==> src/rtl/opsum_writeback_pkg.sv <==
// Shared tiling definitions: writeback FSM states, word size and the tile
// geometry record, which the tiling loader also uses.
package tiling_pkg;
    localparam int WORD_BYTES = 4;
    localparam int GEOM_DIM_W = 8;

    typedef enum logic [1:0] {IDLE, RUN, DRAIN, DONE} wb_state_e;

    // e rows x f cols x pt channels tile, placed at (row0, ch0) inside an
    // output of out_width columns and out_ch channels (HWC layout).
    typedef struct packed {
        logic [GEOM_DIM_W-1:0] e;
        logic [GEOM_DIM_W-1:0] f;
        logic [GEOM_DIM_W-1:0] pt;
        logic [GEOM_DIM_W-1:0] out_width;
        logic [GEOM_DIM_W-1:0] out_ch;
        logic [GEOM_DIM_W-1:0] row0;
        logic [GEOM_DIM_W-1:0] ch0;
    } tile_geom_t;
endpackage

==> src/rtl/opsum_writeback_if.sv <==
// Command/status, GLB read and DRAM write signals of the opsum writeback DMA.
//   master: controller + memories (drives command and glb_r_data)
//   slave : the writeback engine
interface opsum_writeback_if #(
    parameter int ADDR_WIDTH = 32,
    parameter int DATA_WIDTH = 8,
    parameter int DIM_WIDTH  = 8
);
    logic                    start;
    logic                    relu_en;
    logic [DIM_WIDTH-1:0]    tile_rows;
    logic [DIM_WIDTH-1:0]    tile_cols;
    logic [DIM_WIDTH-1:0]    tile_ch;
    logic [DIM_WIDTH-1:0]    out_width;
    logic [DIM_WIDTH-1:0]    out_ch;
    logic [DIM_WIDTH-1:0]    row0;
    logic [DIM_WIDTH-1:0]    ch0;
    logic [ADDR_WIDTH-1:0]   glb_src_addr;
    logic [ADDR_WIDTH-1:0]   dram_opsum_base_addr;
    logic [3:0]              glb_re;
    logic [ADDR_WIDTH-1:0]   glb_r_addr;
    logic [DATA_WIDTH*4-1:0] glb_r_data;
    logic                    dram_we;
    logic [ADDR_WIDTH-1:0]   dram_addr;
    logic [DATA_WIDTH*4-1:0] dram_w_data;
    logic                    busy;
    logic                    finish;

    modport master (
        output start, relu_en, tile_rows, tile_cols, tile_ch, out_width, out_ch,
               row0, ch0, glb_src_addr, dram_opsum_base_addr, glb_r_data,
        input  glb_re, glb_r_addr, dram_we, dram_addr, dram_w_data, busy, finish
    );
    modport slave (
        input  start, relu_en, tile_rows, tile_cols, tile_ch, out_width, out_ch,
               row0, ch0, glb_src_addr, dram_opsum_base_addr, glb_r_data,
        output glb_re, glb_r_addr, dram_we, dram_addr, dram_w_data, busy, finish
    );
endinterface

==> src/rtl/opsum_writeback_addr_gen.sv <==
// wb_addr_gen: h/w/c nested counter (c innermost) tracking the GLB read
// issued this cycle, plus the matching DRAM byte address, registered so it
// lines up with the read data one cycle later.
//   clk, rst  : clock, synchronous active-low reset
//   i_clr     : zero the counters (new tile)
//   i_adv     : a read is issued this cycle; step counters
//   i_geom    : latched tile geometry
//   i_base    : latched DRAM base address
//   o_last    : current counters are the tile's final word
//   o_we      : write strobe (delayed i_adv)
//   o_addr    : DRAM byte address for o_we, 0 otherwise
module wb_addr_gen
    import tiling_pkg::*;
#(
    parameter int ADDR_WIDTH = 32
) (
    input  logic                  clk,
    input  logic                  rst,
    input  logic                  i_clr,
    input  logic                  i_adv,
    input  tile_geom_t            i_geom,
    input  logic [ADDR_WIDTH-1:0] i_base,
    output logic                  o_last,
    output logic                  o_we,
    output logic [ADDR_WIDTH-1:0] o_addr
);
    localparam logic [GEOM_DIM_W-1:0] ONE = 1;

    logic [GEOM_DIM_W-1:0] r_h, r_w, r_c;
    logic                  r_we;
    logic [ADDR_WIDTH-1:0] r_addr;
    logic                  w_c_wrap, w_w_wrap, w_h_wrap;
    logic [ADDR_WIDTH-1:0] w_row, w_pix, w_idx, w_addr;

    assign w_c_wrap = (r_c == i_geom.pt - ONE);
    assign w_w_wrap = (r_w == i_geom.f - ONE);
    assign w_h_wrap = (r_h == i_geom.e - ONE);
    assign o_last   = w_c_wrap && w_w_wrap && w_h_wrap;

    // Everything widened to the address width first; wraps modulo 2^ADDR_WIDTH.
    always_comb begin
        w_row  = ADDR_WIDTH'(i_geom.row0) + ADDR_WIDTH'(r_h);
        w_pix  = w_row * ADDR_WIDTH'(i_geom.out_width) + ADDR_WIDTH'(r_w);
        w_idx  = w_pix * ADDR_WIDTH'(i_geom.out_ch) + ADDR_WIDTH'(i_geom.ch0)
               + ADDR_WIDTH'(r_c);
        w_addr = i_base + w_idx * ADDR_WIDTH'(WORD_BYTES);
    end

    always_ff @(posedge clk) begin
        if (!rst) begin
            r_h    <= '0;
            r_w    <= '0;
            r_c    <= '0;
            r_we   <= 1'b0;
            r_addr <= '0;
        end else begin
            r_we   <= i_adv;
            r_addr <= i_adv ? w_addr : '0;
            if (i_clr) begin
                r_h <= '0;
                r_w <= '0;
                r_c <= '0;
            end else if (i_adv) begin
                if (!w_c_wrap) begin
                    r_c <= r_c + ONE;
                end else begin
                    r_c <= '0;
                    if (!w_w_wrap) begin
                        r_w <= r_w + ONE;
                    end else begin
                        r_w <= '0;
                        r_h <= r_h + ONE;
                    end
                end
            end
        end
    end

    assign o_we   = r_we;
    assign o_addr = r_addr;
endmodule

==> src/rtl/opsum_writeback.sv <==
// opsum_writeback: streams one finished int32 psum tile from GLB (linear
// reads) to DRAM (HWC-strided writes), one word per cycle, optional ReLU.
//   clk, rst : clock, synchronous active-low reset
//   bus      : opsum_writeback_if.slave (command, GLB read, DRAM write,
//              busy/finish status)
module opsum_writeback
    import tiling_pkg::*;
#(
    parameter int ADDR_WIDTH = 32,
    parameter int DATA_WIDTH = 8,
    parameter int DIM_WIDTH  = 8
) (
    input logic              clk,
    input logic              rst,
    opsum_writeback_if.slave bus
);
    localparam int WORD_W = DATA_WIDTH * 4;
    localparam logic [DIM_WIDTH-1:0] DIM_ZERO = '0;

    wb_state_e             r_state;
    tile_geom_t            r_geom;
    logic [ADDR_WIDTH-1:0] r_base, r_glb_addr;
    logic [3:0]            r_glb_re;
    logic                  r_relu, r_busy, r_finish, r_zero;

    logic                  w_load, w_adv, w_zero_tile, w_last, w_we, w_neg;
    logic [ADDR_WIDTH-1:0] w_dram_addr;

    assign w_load      = (r_state == IDLE) && bus.start;
    assign w_adv       = (r_state == RUN);
    assign w_zero_tile = (bus.tile_rows == DIM_ZERO) || (bus.tile_cols == DIM_ZERO)
                      || (bus.tile_ch == DIM_ZERO);

    wb_addr_gen #(.ADDR_WIDTH(ADDR_WIDTH)) u_addr_gen (
        .clk    (clk),
        .rst    (rst),
        .i_clr  (w_load),
        .i_adv  (w_adv),
        .i_geom (r_geom),
        .i_base (r_base),
        .o_last (w_last),
        .o_we   (w_we),
        .o_addr (w_dram_addr)
    );

    // An empty tile skips RUN/DRAIN; r_zero delays its finish by a cycle so
    // finish still lands two cycles after start with busy high for one.
    always_ff @(posedge clk) begin
        if (!rst) begin
            r_state    <= IDLE;
            r_geom     <= '0;
            r_base     <= '0;
            r_glb_addr <= '0;
            r_glb_re   <= '0;
            r_relu     <= 1'b0;
            r_busy     <= 1'b0;
            r_finish   <= 1'b0;
            r_zero     <= 1'b0;
        end else begin
            r_finish <= 1'b0;
            case (r_state)
                IDLE: if (bus.start) begin
                    r_geom <= '{e: bus.tile_rows, f: bus.tile_cols, pt: bus.tile_ch,
                                out_width: bus.out_width, out_ch: bus.out_ch,
                                row0: bus.row0, ch0: bus.ch0};
                    r_base <= bus.dram_opsum_base_addr;
                    r_relu <= bus.relu_en;
                    r_busy <= 1'b1;
                    if (w_zero_tile) begin
                        r_state <= DONE;
                        r_zero  <= 1'b1;
                    end else begin
                        r_state    <= RUN;
                        r_glb_re   <= 4'b1111;
                        r_glb_addr <= bus.glb_src_addr;
                    end
                end
                RUN: if (w_last) begin
                    r_state    <= DRAIN;
                    r_glb_re   <= '0;
                    r_glb_addr <= '0;
                end else begin
                    r_glb_addr <= r_glb_addr + ADDR_WIDTH'(WORD_BYTES);
                end
                DRAIN: begin
                    r_state  <= DONE;
                    r_finish <= 1'b1;
                end
                DONE: begin
                    r_state  <= IDLE;
                    r_busy   <= 1'b0;
                    r_finish <= r_zero;
                    r_zero   <= 1'b0;
                end
                default: r_state <= IDLE;
            endcase
        end
    end

    // Read data arrives the cycle after the read, aligned with w_we.
    assign w_neg           = bus.glb_r_data[WORD_W-1];
    assign bus.dram_we     = w_we;
    assign bus.dram_addr   = w_dram_addr;
    assign bus.dram_w_data = (w_we && !(r_relu && w_neg)) ? bus.glb_r_data : '0;
    assign bus.glb_re      = r_glb_re;
    assign bus.glb_r_addr  = r_glb_addr;
    assign bus.busy        = r_busy;
    assign bus.finish      = r_finish;
endmodule
==> src/flat_wrapper.sv <==
// flat-port wrapper written by rule: the top's interface ports become plain ports
module opsum_writeback_flat import tiling_pkg::*;
#(
    parameter int ADDR_WIDTH = 32,
    parameter int DATA_WIDTH = 8,
    parameter int DIM_WIDTH  = 8
)
  (clk, rst, bus_start, bus_relu_en, bus_tile_rows, bus_tile_cols, bus_tile_ch, bus_out_width, bus_out_ch, bus_row0, bus_ch0, bus_glb_src_addr, bus_dram_opsum_base_addr, bus_glb_r_data, bus_glb_re, bus_glb_r_addr, bus_dram_we, bus_dram_addr, bus_dram_w_data, bus_busy, bus_finish);
  opsum_writeback_if #(.ADDR_WIDTH(ADDR_WIDTH), .DATA_WIDTH(DATA_WIDTH), .DIM_WIDTH(DIM_WIDTH)) bus_i ();
  input logic clk;
  input logic rst;
  input wire logic [$bits(bus_i.start)-1:0] bus_start;
  input wire logic [$bits(bus_i.relu_en)-1:0] bus_relu_en;
  input wire logic [$bits(bus_i.tile_rows)-1:0] bus_tile_rows;
  input wire logic [$bits(bus_i.tile_cols)-1:0] bus_tile_cols;
  input wire logic [$bits(bus_i.tile_ch)-1:0] bus_tile_ch;
  input wire logic [$bits(bus_i.out_width)-1:0] bus_out_width;
  input wire logic [$bits(bus_i.out_ch)-1:0] bus_out_ch;
  input wire logic [$bits(bus_i.row0)-1:0] bus_row0;
  input wire logic [$bits(bus_i.ch0)-1:0] bus_ch0;
  input wire logic [$bits(bus_i.glb_src_addr)-1:0] bus_glb_src_addr;
  input wire logic [$bits(bus_i.dram_opsum_base_addr)-1:0] bus_dram_opsum_base_addr;
  input wire logic [$bits(bus_i.glb_r_data)-1:0] bus_glb_r_data;
  output wire logic [$bits(bus_i.glb_re)-1:0] bus_glb_re;
  output wire logic [$bits(bus_i.glb_r_addr)-1:0] bus_glb_r_addr;
  output wire logic [$bits(bus_i.dram_we)-1:0] bus_dram_we;
  output wire logic [$bits(bus_i.dram_addr)-1:0] bus_dram_addr;
  output wire logic [$bits(bus_i.dram_w_data)-1:0] bus_dram_w_data;
  output wire logic [$bits(bus_i.busy)-1:0] bus_busy;
  output wire logic [$bits(bus_i.finish)-1:0] bus_finish;
  assign bus_i.start = bus_start;
  assign bus_i.relu_en = bus_relu_en;
  assign bus_i.tile_rows = bus_tile_rows;
  assign bus_i.tile_cols = bus_tile_cols;
  assign bus_i.tile_ch = bus_tile_ch;
  assign bus_i.out_width = bus_out_width;
  assign bus_i.out_ch = bus_out_ch;
  assign bus_i.row0 = bus_row0;
  assign bus_i.ch0 = bus_ch0;
  assign bus_i.glb_src_addr = bus_glb_src_addr;
  assign bus_i.dram_opsum_base_addr = bus_dram_opsum_base_addr;
  assign bus_i.glb_r_data = bus_glb_r_data;
  assign bus_glb_re = bus_i.glb_re;
  assign bus_glb_r_addr = bus_i.glb_r_addr;
  assign bus_dram_we = bus_i.dram_we;
  assign bus_dram_addr = bus_i.dram_addr;
  assign bus_dram_w_data = bus_i.dram_w_data;
  assign bus_busy = bus_i.busy;
  assign bus_finish = bus_i.finish;
  opsum_writeback #(.ADDR_WIDTH(ADDR_WIDTH), .DATA_WIDTH(DATA_WIDTH), .DIM_WIDTH(DIM_WIDTH)) u_core (.clk(clk), .rst(rst), .bus(bus_i));
endmodule
==> config.mk <==
export PLATFORM = sky130hd
export DESIGN_NAME = opsum_writeback_flat
export DESIGN_NICKNAME = d
export VERILOG_FILES = /design/src/rtl/opsum_writeback_pkg.sv /design/src/rtl/opsum_writeback_if.sv /design/src/rtl/opsum_writeback_addr_gen.sv /design/src/rtl/opsum_writeback.sv /design/src/flat_wrapper.sv
export SDC_FILE = /design/constraint.sdc
export NUM_CORES = 1
export LEC_CHECK = 0
export CORE_UTILIZATION = 45
export DETAILED_ROUTE_END_ITERATION = 10
export DONT_BUFFER_PORTS = 1
export PLACE_DENSITY_LB_ADDON = 0.12
export SLEW_MARGIN = 20
export SYNTH_ARGS = -nofsm -noshare
export SYNTH_HDL_FRONTEND = slang
export SYNTH_SLANG_ARGS = --single-unit
==> constraint.sdc <==
create_clock -name clk -period 22.3 [get_ports clk]
set_input_delay 1.115 -clock clk [delete_from_list [all_inputs] [get_ports clk]]
set_output_delay 1.115 -clock clk [all_outputs]
set_load 0.005 [all_outputs]
Yosys cells after proc, flatten, opt, wreduce, memory -nomap -nowiden
Cells that the tools add are included.
{"block": "word_totals", "word_cells": 90, "regBits": 187, "n_memories": 0, "romBits": 0, "output_inout_bits": 103, "ram_bits": 0, "latchBits": 0, "input_bits": 156}
{"block": "op_classes", "eq_ne": 10, "n_mul": 2, "div_mod_pow": 0, "n_shift": 0, "reduce_logical": 24, "n_mux": 21, "add_sub_neg": 12, "magnitude_cmp": 0, "bitwise": 1}
{"cell": "2-to-1 mux 32 bit", "n": 4}
{"cell": "one-hot mux 32 bit (2 select lines)", "n": 1}
{"cell": "adder 32 x 3 -> 32 bit, second input constant", "n": 1}
{"cell": "adder 32 x 30 -> 32 bit", "n": 1}
{"cell": "adder 27 x 8 -> 28 bit", "n": 1}
{"cell": "adder 26 x 8 -> 27 bit", "n": 1}
{"cell": "multiplier 18 x 8 -> 26 bit", "n": 1}
{"cell": "adder 8 x 1 -> 8 bit, second input constant", "n": 3}
{"cell": "equality test 8 bit", "n": 3}
{"cell": "logical NOT 8 bit", "n": 3}
{"cell": "subtractor 8 x 1 -> 8 bit, second input constant", "n": 3}
{"cell": "adder 17 x 8 -> 18 bit", "n": 1}
{"cell": "multiplier 9 x 8 -> 17 bit", "n": 1}
{"cell": "2-to-1 mux 8 bit", "n": 2}
{"cell": "2-to-1 mux 4 bit", "n": 3}
{"cell": "AND reduction 2 bit", "n": 5}
{"cell": "adder 8 x 8 -> 9 bit", "n": 1}
{"cell": "AND reduction 3 bit", "n": 3}
{"cell": "one-hot mux 2 bit (4 select lines)", "n": 1}
{"cell": "one-hot mux 4 bit (2 select lines)", "n": 1}
{"cell": "2-to-1 mux 2 bit", "n": 3}
{"cell": "one-hot mux 1 bit (2 select lines)", "n": 3}
{"cell": "logical AND 1 bit", "n": 5}
{"cell": "equality test 2 bit, second input constant", "n": 2}
{"cell": "other kinds (11)", "n": 17}

Depth between registers and ports, before layout
Gate-level depths: netlist of run 1.
{"block": "depth", "word_depth": 7, "ltp_mapped": 51, "mapped_depth_nobuf": 50}

By module
Synthesis of run 1 repeated with hierarchy kept, for this count alone.
{"block": "hier_totals", "cells_unflattened": 2225, "hier_area_um2": 18331.3}
{"module": "wb_addr_gen", "area_per_inst_um2": 12380.6, "seq_area_each_um2": 1141.1, "cells_per_inst": 1455, "instances": 1}
{"module": "opsum_writeback", "area_per_inst_um2": 5950.7, "seq_area_each_um2": 2542.4, "cells_per_inst": 770, "instances": 1}

Least setup slack after synthesis of run 1
Ideal clock, no wire load.
{"block": "synth_timing", "path_kind": "reg2reg", "start": "register u_core.u_addr_gen.r_h[0]", "end": "register u_core.u_addr_gen.r_addr[31], in the netlist u_core.u_addr_gen.o_addr[31]", "setup_slack_ps": 11390, "t_required_ps": 22172, "arrival_ps": 10782, "period_less_slack_ps": 10910, "setup_time_ps": 128, "path_buffers": 0, "path_stages_with_launch": 49, "cell_sequence": "dfxtp_1 ha_1 inv_1 fa_1 inv_1 a21oi_1 o21bai_1 a21oi_1 o21bai_1 xor2_1 nand2_1 fa_1 inv_1 fa_1 inv_1 fa_1 fa_1 inv_1 (+13 left out) a21o_1 a21o_1 a21oi_1 nor3b_1 a211oi_1 o21a_1 nor2_1 xnor2_1 ha_1 nand3_1 nor2_1 o2111ai_1 a31oi_1 o21ai_0 o41ai_1 a41oi_1 xor2_1 nor2_1"}
{"block": "synth_between", "elab_chain_len": 7}
{"item": "from (decl)", "line_no": "opsum_writeback_addr_gen.sv:29", "text": "logic [GEOM_DIM_W-1:0] r_h, r_w, r_c;"}
{"item": "from (signal assigned)", "line_no": "opsum_writeback_addr_gen.sv:72", "text": "r_h <= r_h + ONE;"}
{"item": "adder 8 x 8 -> 9 bit", "line_no": "opsum_writeback_addr_gen.sv:42", "text": "w_row = ADDR_WIDTH'(i_geom.row0) + ADDR_WIDTH'(r_h);"}
{"item": "multiplier 9 x 8 -> 17 bit", "line_no": "opsum_writeback_addr_gen.sv:43", "text": "w_pix = w_row * ADDR_WIDTH'(i_geom.out_width) + ADDR_WIDTH'(r_w);"}
{"item": "adder 17 x 8 -> 18 bit", "line_no": "opsum_writeback_addr_gen.sv:43"}
{"item": "multiplier 18 x 8 -> 26 bit", "line_no": "opsum_writeback_addr_gen.sv:44", "text": "w_idx = w_pix * ADDR_WIDTH'(i_geom.out_ch) + ADDR_WIDTH'(i_geom.ch0)"}
{"item": "adder 26 x 8 -> 27 bit", "line_no": "opsum_writeback_addr_gen.sv:44"}
{"item": "adder 27 x 8 -> 28 bit", "line_no": "opsum_writeback_addr_gen.sv:45", "text": "+ ADDR_WIDTH'(r_c);"}
{"item": "adder 32 x 30 -> 32 bit", "line_no": "opsum_writeback_addr_gen.sv:46", "text": "w_addr = i_base + w_idx * ADDR_WIDTH'(WORD_BYTES);"}
{"item": "to (signal assigned)", "line_no": "opsum_writeback_addr_gen.sv:58", "text": "r_addr <= i_adv ? w_addr : '0;"}
{"item": "to (decl)", "line_no": "opsum_writeback_addr_gen.sv:31", "text": "logic [ADDR_WIDTH-1:0] r_addr;"}
Every way passes these cells.
A chain may end at the register's enable or synchronous reset.

Worst setup path in the final report of run 1
Same ends and word-level chain as after synthesis.

==> reports/metrics.csv, run 1 <==
stage;metric;value;unit
status;run_status;finished, final reports clean;
sta;finalSetupTns;0;ns
yosys;synth_nets;2607;
yosys;synthCells;2113;
floorplanning;core-area;37900;µm²
finish;fillers;3741;
setup_path;regToRegStartpoint;u_core.u_addr_gen.r_h[0];
setup_path;crit_path_end_kind;register;
global_routing;grt_max_degree;96;
yosys;yosys-top-cells-area;dfxtp_1, fa_1, ha_1, nand2_1, and2_1;
setup_path;cp_data_arrival_time;12.84;ns
sta;relSlewSlack;29.1;%
setup_path;cp-startpoint;u_core.u_addr_gen.r_h[0];
finish;final_layout_size_suffix_gt1_share;2.70;%
power_and_ir_drop;power_density;65.2;nW/µm²
setup_path;slowest_delay;0.54;ns
yosys;yosysUniqueCellTypes;69;
sta;fin_crit;12.48;ns
hold_path;hp-start;u_core.r_geom[3];
clock_network;cts_tree;done;
sta;worstMarginPinSlew;1.06;ns
setup_path;crit_fanout;8;
placed_design;io_buffer_count;0;
floorplanning;die_area;39700;µm²
global_routing;antenna_found_initial;1;
global_routing;grt_pass1_vias;13900;
setup_path;critical_path_required;22.66;ns
clock_network;cts_root_buf;clkbuf_16;
placed_design;hpwl;34000;µm
sta;grt_setup_unrepaired;no;
floorplanning;start_util;46.1;%
yosys;syn_avg_cell_area;8.28;µm²
clock_network;cts_hold_buf;0;
hold_path;hp-class;reg2reg;
clock_network;htreeDepth;4;
finish;area_growth;5.74;%
yosys;async_flop_share;0;%
setup_path;critical_path.most_common_cell;fa_1;
sta;hold_viol_final;0;
finish;multi_input_area;12600;µm²
finish;final_common_cell;nand2_1;
power_and_ir_drop;ir_drop;0.0000797;V
floorplanning;fp-row-count;71;
yosys;synth_area;17500;µm²
floorplanning;die_height;199;µm
power_and_ir_drop;p_total;1.21;mW
clock_network;clk_path_buf_depth;2;
global_routing;grt_pass1_wl;70500;µm
clock_network;clk_pin_slew;0.08;ns
yosys;synth_top_area_share;21.1;%
sta;post-route-period-util;56.0;%
sta;setup_viol;0;
detailed_routing;postRouteWirelength;42700;µm
setup_path;cpMaxStageDelayCell;xnor2_1;
global_routing;grt_overflow;0;
sta;drv_slew;0;
detailed_routing;via_count;13800;
detailed_routing;first_iter_violations;591;
clock_network;post_cts_buffers;0;
global_routing;grtUsageTotal;22.4;%
finish;postLayoutCoreUtil;48.8;%
yosys;ys_seq_area_share;21.1;%
detailed_routing;post_drt_wl_per_cell;16.5;µm
yosys;synth_top_cell_by_area;dfxtp_1;
setup_path;worstSetupStartpointType;register;
detailed_routing;postRouteAntennaNets;0;
sta;max_clock_freq;80.1;MHz
clock_network;numCtsBuffers;17;
detailed_routing;drt_drc_violations_left;0;
finish;diodes;0;
detailed_routing;viasPerCell;5.33;
setup_path;crit_type;reg2reg;
finish;final_cell_mix;nand2_1, inv_1, dfxtp_1;
finish;num-nets-final;2554;
power_and_ir_drop;p_leak;8.81;nW
yosys;ys_ff_latch;184;
sta;final.setup_skew;0.0128;ns
yosys;synth_edf_count;0;
detailed_routing;dr.pass1.iters;5;
floorplanning;die_x;199;µm
finish;seqCellArea;3680;µm²
floorplanning;io_pins;259;
clock_network;clk-insertion-delay-late;0.49;ns
clock_network;ctsResizeCount;0;
job;drv_cap;0;
yosys;yosysWarnings;0;
yosys;ys.flop_type;dfxtp_1;
clock_network;cts_sinks;184;
placed_design;place.gp.congestion;0.877;
## state kept, by name (all words and copies together) (netlist names)
name,cells
u_core.bus.glb_r_addr,32
u_core.u_addr_gen.r_w,8
u_core.r_geom,56
u_core.u_addr_gen.o_addr,32
u_core.u_addr_gen.r_h,8
u_core.u_addr_gen.r_c,8
u_core.r_zero,1
u_core.r_base,32
u_core.bus.busy,1
u_core.bus.glb_re,1
u_core.u_addr_gen.o_we,1
u_core.r_state,2
u_core.r_relu,1
u_core.bus.finish,1
## area by class of cell
class                           count  share of cell area (%)
Clock inverter                     12                   0.852
Tap cell                          511                    3.46
Inverter                          240                    4.88
Sequential cell                   184                    19.9
Timing Repair Buffer                7                   0.284
Clock buffer                       20                    2.41
Multi-Input combinational cell   1610                    68.2
## final timing paths
check	slack (ns)	endpoint	depth (start not counted)
min reg2reg	0.46	u_core.r_geom[3]	2
min	0.46	u_core.r_geom[3]	2
max reg2reg	9.82	u_core.u_addr_gen.o_addr[31]	48
max	9.82	u_core.u_addr_gen.o_addr[31]	48
## through the flow
stage	instances	area [µm²]	setup slack [ns]	hold WS (ns)
finish	2584	18500	9.82	0.461
global route	2584	18500	8.88	0.486
CTS	2584	18500	9.77	0.462
detailed placement	2552	17900	9.83	0.452
global placement	2552	17900	10.03	0.441
floorplan	2113	17500	11.39	0.432
## worst max-delay path, delay by kind of cell, from the launching register on
kind	cells	cell delay, ns
xor gates and xnor gates	4	1.35
adders and majority gates	14	6.00
DFF	1	0.43
buffers and inverters	8	0.40
and+or+nand+nor	7	1.10
AOI/OAI and AO/OA	15	3.05
## synth_stat cells (all sizes together) (7+ instances only)
cell type,count
nand2,330
inv,240
dfxtp,184
ha,176
and2,168
fa,162
a21oi,156
nor2,109
xnor2,80
clkbuf,71
o21ai,59
xor2,48
a21o,36
nor3,30
nand3,29
and3,21
nand2b,17
nor2b,16
a31oi,15
nor4,15
nand4,14
o21bai,14
a211oi,11
and4,11
a22oi,8
buf,8
or3,8
a222oi,7
nor3b,7
o31ai,7
## routing by layer
layer  vias to the layer above  part of all wire, %  track usage [%]
met3                        37                  4.9             5.55
li1                       6795                    -                -
met2                       264                   47             37.1
met1                      6669                   47             29.1
met5                         -                0.030                0
met4                         2                  1.3             5.73
## cell families after synthesis
logic type / Yosys count / synth area share, %
xor gates and xnor gates: 128 / 6.41
adders and majority gates: 338 / 31.1
AOI/OAI and AO/OA: 346 / 12.0
buffers and inverters: 319 / 6.98
DFF: 184 / 21.1
muxes: 5 / 0.286
and+or+nand+nor: 793 / 22.2
## where the power goes
| part | switching [mW] | total [mW] | internal [mW] |
|---|---|---|---|
| logic | 0.269 | 0.434 | 0.164 |
| clock network | 0.151 | 0.323 | 0.172 |
| registers | 0.0687 | 0.449 | 0.380 |
(Power assumes the default switching activity.)
==> run 2: changes to the inputs <==
--- a/config.mk
+++ b/config.mk
@@ -5,6 +5,7 @@
 export SDC_FILE = /design/constraint.sdc
 export NUM_CORES = 1
 export LEC_CHECK = 0
+export ABC_AREA = 1
 export CORE_UTILIZATION = 45
 export DETAILED_ROUTE_END_ITERATION = 10
 export DONT_BUFFER_PORTS = 1
==> constraint.sdc (replaced) <==
create_clock -name clk -period 11.5 [get_ports clk]
set_input_delay 0.575 -clock clk [delete_from_list [all_inputs] [get_ports clk]]
set_output_delay 0.575 -clock clk [all_outputs]
set_load 0.005 [all_outputs]
==> run 2 against run 1 <==
Compared with the run above: via count increased by 18%; setup slack got worse by 9.1 ns; non-clock buffer count rose by 15; synthesized cell count rose by 25%; routed wire length up 19%; hold slack lost 0.23 ns; sequential share of layout area fell by 1.3 points; register-to-register slack got worse by 9.1 ns; combinational power grew to 4.8 times the previous value; design area grew 7.3%; largest power group is now combinational cells.
==> reports/metrics.csv, run 2 <==
stage;metric;value;unit;change
yosys;async_flop_share;0;%;unchanged
clock_network;numCtsBuffers;17;;unchanged
clock_network;htreeDepth;4;;unchanged
setup_path;reg2reg_to;u_core.u_addr_gen.o_addr[30];;was u_core.u_addr_gen.o_addr[31]
sta;max_clock_freq;92.4;MHz;was 80.1 MHz
yosys;synth_fa_ha_area_share;29.3;%;was 31.1%
placed_design;post_dp_cell_area;19100;µm²;was 17900 µm²
yosys;yosys.cell_count.top_type;nand2_1;;unchanged
setup_path;cpMaxStageDelayCell;fa_1;;was xnor2_1
yosys;yosysUniqueCellTypes;38;;was 69
finish;area_growth;6.93;%;was 5.74%
yosys;synth_top_area_share;19.8;%;was 21.1%
sta;finalSetupTns;0;ns;unchanged
yosys;synth_compound_area_share;11.5;%;was 12.0%
clock_network;cts_sinks;184;;unchanged
clock_network;cts_root_buf;clkbuf_16;;unchanged
detailed_routing;postRouteWirelength;50800;µm;was 42700 µm
finish;largest_reg_flops;56;;unchanged
setup_path;cp_data_arrival_time;11.21;ns;was 12.84 ns
status;run_status;finished, final reports clean;;unchanged
placed_design;dp_slack;-0.223;ns;was 9.83 ns
finish;final_layout_size_suffix_gt1_share;5.36;%;was 2.70%
yosys;yosys-top-cells-area;dfxtp_1, fa_1, ha_1, nand2_1, inv_1;;was dfxtp_1, fa_1, ha_1, nand2_1, and2_1
finish;multi_input_area;12900;µm²;was 12600 µm²
yosys;synth_area;18600;µm²;was 17500 µm²
placed_design;io_buffer_count;0;;unchanged
detailed_routing;drt_drc_violations_left;0;;unchanged
sta;setup_ws;0.672;ns;was 9.82 ns
global_routing;grt_overflow;0;;unchanged
setup_path;cp-startpoint;u_core.u_addr_gen.r_h[2];;was u_core.u_addr_gen.r_h[0]
setup_path;crit_fanout;8;;unchanged
power_and_ir_drop;swShare;50.3;%;was 40.6%
yosys;ys_seq_area_share;19.8;%;was 21.1%
setup_path;endpoint;u_core.u_addr_gen.o_addr[30];;was u_core.u_addr_gen.o_addr[31]
floorplanning;fp-row-count;74;;was 71
yosys;synth_xor_area_share;3.94;%;was 6.41%
sta;post-route-period-util;94.2;%;was 56.0%
setup_path;regToRegStartpoint;u_core.u_addr_gen.r_h[2];;was u_core.u_addr_gen.r_h[0]
floorplanning;die_area;42100;µm²;was 39700 µm²
global_routing;grt_max_degree;96;;unchanged
power_and_ir_drop;p_leak;10.2;nW;was 8.81 nW
finish;fillers;4208;;was 3741
power_and_ir_drop;power_density;185;nW/µm²;was 65.2 nW/µm²
floorplanning;die_x;205;µm;was 199 µm
setup_path;worstRegToRegCells;53;;was 48
setup_path;critical_path_required;11.88;ns;was 22.66 ns
yosys;synth_nets;3131;;was 2607
detailed_routing;first_iter_violations;886;;was 591
finish;postLayoutCoreUtil;48.7;%;was 48.8%
yosys;synthSimpleGateAreaFrac;23.7;%;was 22.2%
setup_path;worstSetupStartpointType;register;;unchanged
finish;seqCellArea;3690;µm²;was 3680 µm²
setup_path;critical_path.most_common_cell;nand2_1;;was fa_1
finish;design_area;19800;µm²;was 18500 µm²
setup_path;slowest_delay;0.55;ns;was 0.54 ns
setup_path;ff2ff_setup_slack;0.67;ns;was 9.82 ns
clock_network;clk_pin_slew;0.07;ns;was 0.08 ns
sta;hold_viol_final;0;;unchanged
detailed_routing;postRouteAntennaNets;0;;unchanged
setup_path;crit_type;reg2reg;;unchanged
detailed_routing;post_drt_wl_per_cell;16.2;µm;was 16.5 µm
job;drv_cap;0;;unchanged
yosys;ys_ff_latch;184;;unchanged
sta;worstMarginPinSlew;1.09;ns;was 1.06 ns
finish;final_common_cell;inv_1;;was nand2_1
sta;fin_crit;10.83;ns;was 12.48 ns
global_routing;antenna_found_initial;0;;was 1
setup_path;crit_path_end_kind;register;;unchanged
power_and_ir_drop;intPower;1.82;mW;was 0.717 mW
global_routing;grt_pass1_wl;82300;µm;was 70500 µm
power_and_ir_drop;p_switching;1.85;mW;was 0.489 mW
power_and_ir_drop;ir_drop;0.000107;V;was 0.0000797 V
global_routing;grt_pass1_vias;16100;;was 13900
sta;drv_slew;0;;unchanged
sta;relSlewSlack;27.0;%;was 29.1%
finish;regMostFlops;u_core.r_geom;;unchanged
yosys;synth_edf_count;0;;unchanged
yosys;synth_top_family_by_area;adder cells;;unchanged
floorplanning;core-area;40700;µm²;was 37900 µm²
detailed_routing;via_count;16300;;was 13800
placed_design;hpwl;41300;µm;was 34000 µm
clock_network;cts_tree;done;;unchanged
power_and_ir_drop;pwr-share-seq;26.3;%;was 37.2%
finish;final_cell_mix;inv_1, nand2_1, nor2_1;;was nand2_1, inv_1, dfxtp_1
floorplanning;io_pins;259;;unchanged
hold_path;hp-class;in2reg;;was reg2reg
clock_network;clk-insertion-delay-late;0.49;ns;about the same
placed_design;place.gp.congestion;0.912;;was 0.877
floorplanning;die_height;205;µm;was 199 µm
detailed_routing;dr.pass1.iters;6;;was 5
power_and_ir_drop;combPwrFrac;57.3;%;was 36.0%
yosys;syn_avg_cell_area;7.04;µm²;was 8.28 µm²
yosys;synth.top_cells.by_count;nand2_1, inv_1, nor2_1;;was nand2_1, inv_1, dfxtp_1
power_and_ir_drop;power_frac_clock;16.4;%;was 26.8%
yosys;synthMuxAreaShare;0;%;was 0.286%
finish;num-nets-final;3096;;was 2554
hold_path;hp-start;rst;;was u_core.r_geom[3]
clock_network;cts_hold_buf;0;;unchanged
yosys;synthCells;2637;;was 2113
sta;final.setup_skew;0.0174;ns;was 0.0128 ns
yosys;synth_top_cell_by_area;dfxtp_1;;unchanged
clock_network;clk_path_buf_depth;2;;unchanged
global_routing;grtUsageTotal;24.9;%;was 22.4%
yosys;ys.flop_type;dfxtp_1;;unchanged
floorplanning;start_util;45.6;%;was 46.1%
yosys;yosysWarnings;0;;unchanged
detailed_routing;viasPerCell;5.18;;was 5.33
sta;setup_viol;0;;unchanged
-- run 2: changes by cell type in the layout (fill, tap and decap cells not counted), sizes merged, moves of 15 or more --
cell and change:
nand2 +155, a21oi +44, nand3 +49, and3 -21
nor2 +271, a21o -29, and2 -168, xnor2 -51
nor2b -16, inv +250, nand2b -17, o21ai +110
buf +15, nand4 +41
-- run 2: worst min path at each step --
| stage | slack (ns) | depth (start not counted) | endpoint |
|---|---|---|---|
| 2_1_floorplan | 0.42 | 2 | u_core.u_addr_gen.o_addr[0] |
| 3_3_place_gp | 0.43 | 2 | u_core.u_addr_gen.o_addr[1] |
| 3_5_place_dp | 0.44 | 2 | u_core.u_addr_gen.o_addr[1] |
| 4_1_cts | 0.19 | 2 | u_core.r_state[1] |
| 5_1_grt | 0.20 | 2 | u_core.r_geom[45] |
| 6_report | 0.23 | 2 | u_core.r_geom[45] |
-- run 2: through the flow --
step / cells / total power [mW] / hold slack (ns)
2_1_floorplan: 2637 / 2.52 / 0.416
6_report: 3146 / 3.67 / 0.232
3_3_place_gp: 3112 / 3.04 / 0.427
3_5_place_dp: 3112 / 3.07 / 0.437
4_1_cts: 3142 / 3.69 / 0.188
5_1_grt: 3145 / 4.06 / 0.202
-- run 2: critical path: cells and delay by family, from the launching register on --
kind / cells / cell delay [ns]
fa+ha+maj: 13 / 5.52
simple gates: 17 / 1.59
compound gates: 12 / 1.96
flops: 1 / 0.37
xor+xnor: 3 / 0.57
buf+inv: 8 / 0.73
-- run 2: final cells by class --
class,count,share of cell area [%]
Inverter,493,9.32
Clock inverter,12,0.731
Multi-Input combinational cell,1884,65.0
Timing Repair Buffer,22,0.832
Antenna cell,1,0.0126
Sequential cell,184,18.6
Tap cell,532,3.35
Clock buffer,18,2.16
-- run 2: repair_timing --
item                                    4_1_cts  5_1_grt
endpoints found under the setup margin        8       18
resized for setup                             4       53
hold endpoints to repair                      0        0
setup buffers                                 0        3
pin swaps                                     0        7
-- run 2: logic make-up after synthesis --
family,after synthesis
simple gates,1055
xor+xnor,82
fa+ha+maj,338
flops,184
buf+inv,569
compound gates,409
-- run 2: layer usage --
layer | vias to the layer above | wire, µm | track usage [%]
li1 | 8169 | - | -
met1 | 7742 | 23000 | 32.2
met2 | 335 | 24800 | 42.3
met3 | 60 | 2000 | 3.98
met4 | 0 | 963 | 7.54
met5 | - | 0 | 0
-- run 2: power groups by stage --
stage / clock network [mW] / logic (mW) / registers (mW)
3_3_place_gp: 0 / 2.06 / 0.980
6_report: 0.601 / 2.10 / 0.966
3_5_place_dp: 0 / 2.09 / 0.981
5_1_grt: 0.643 / 2.42 / 0.987
2_1_floorplan: 0 / 1.61 / 0.903
4_1_cts: 0.619 / 2.10 / 0.968
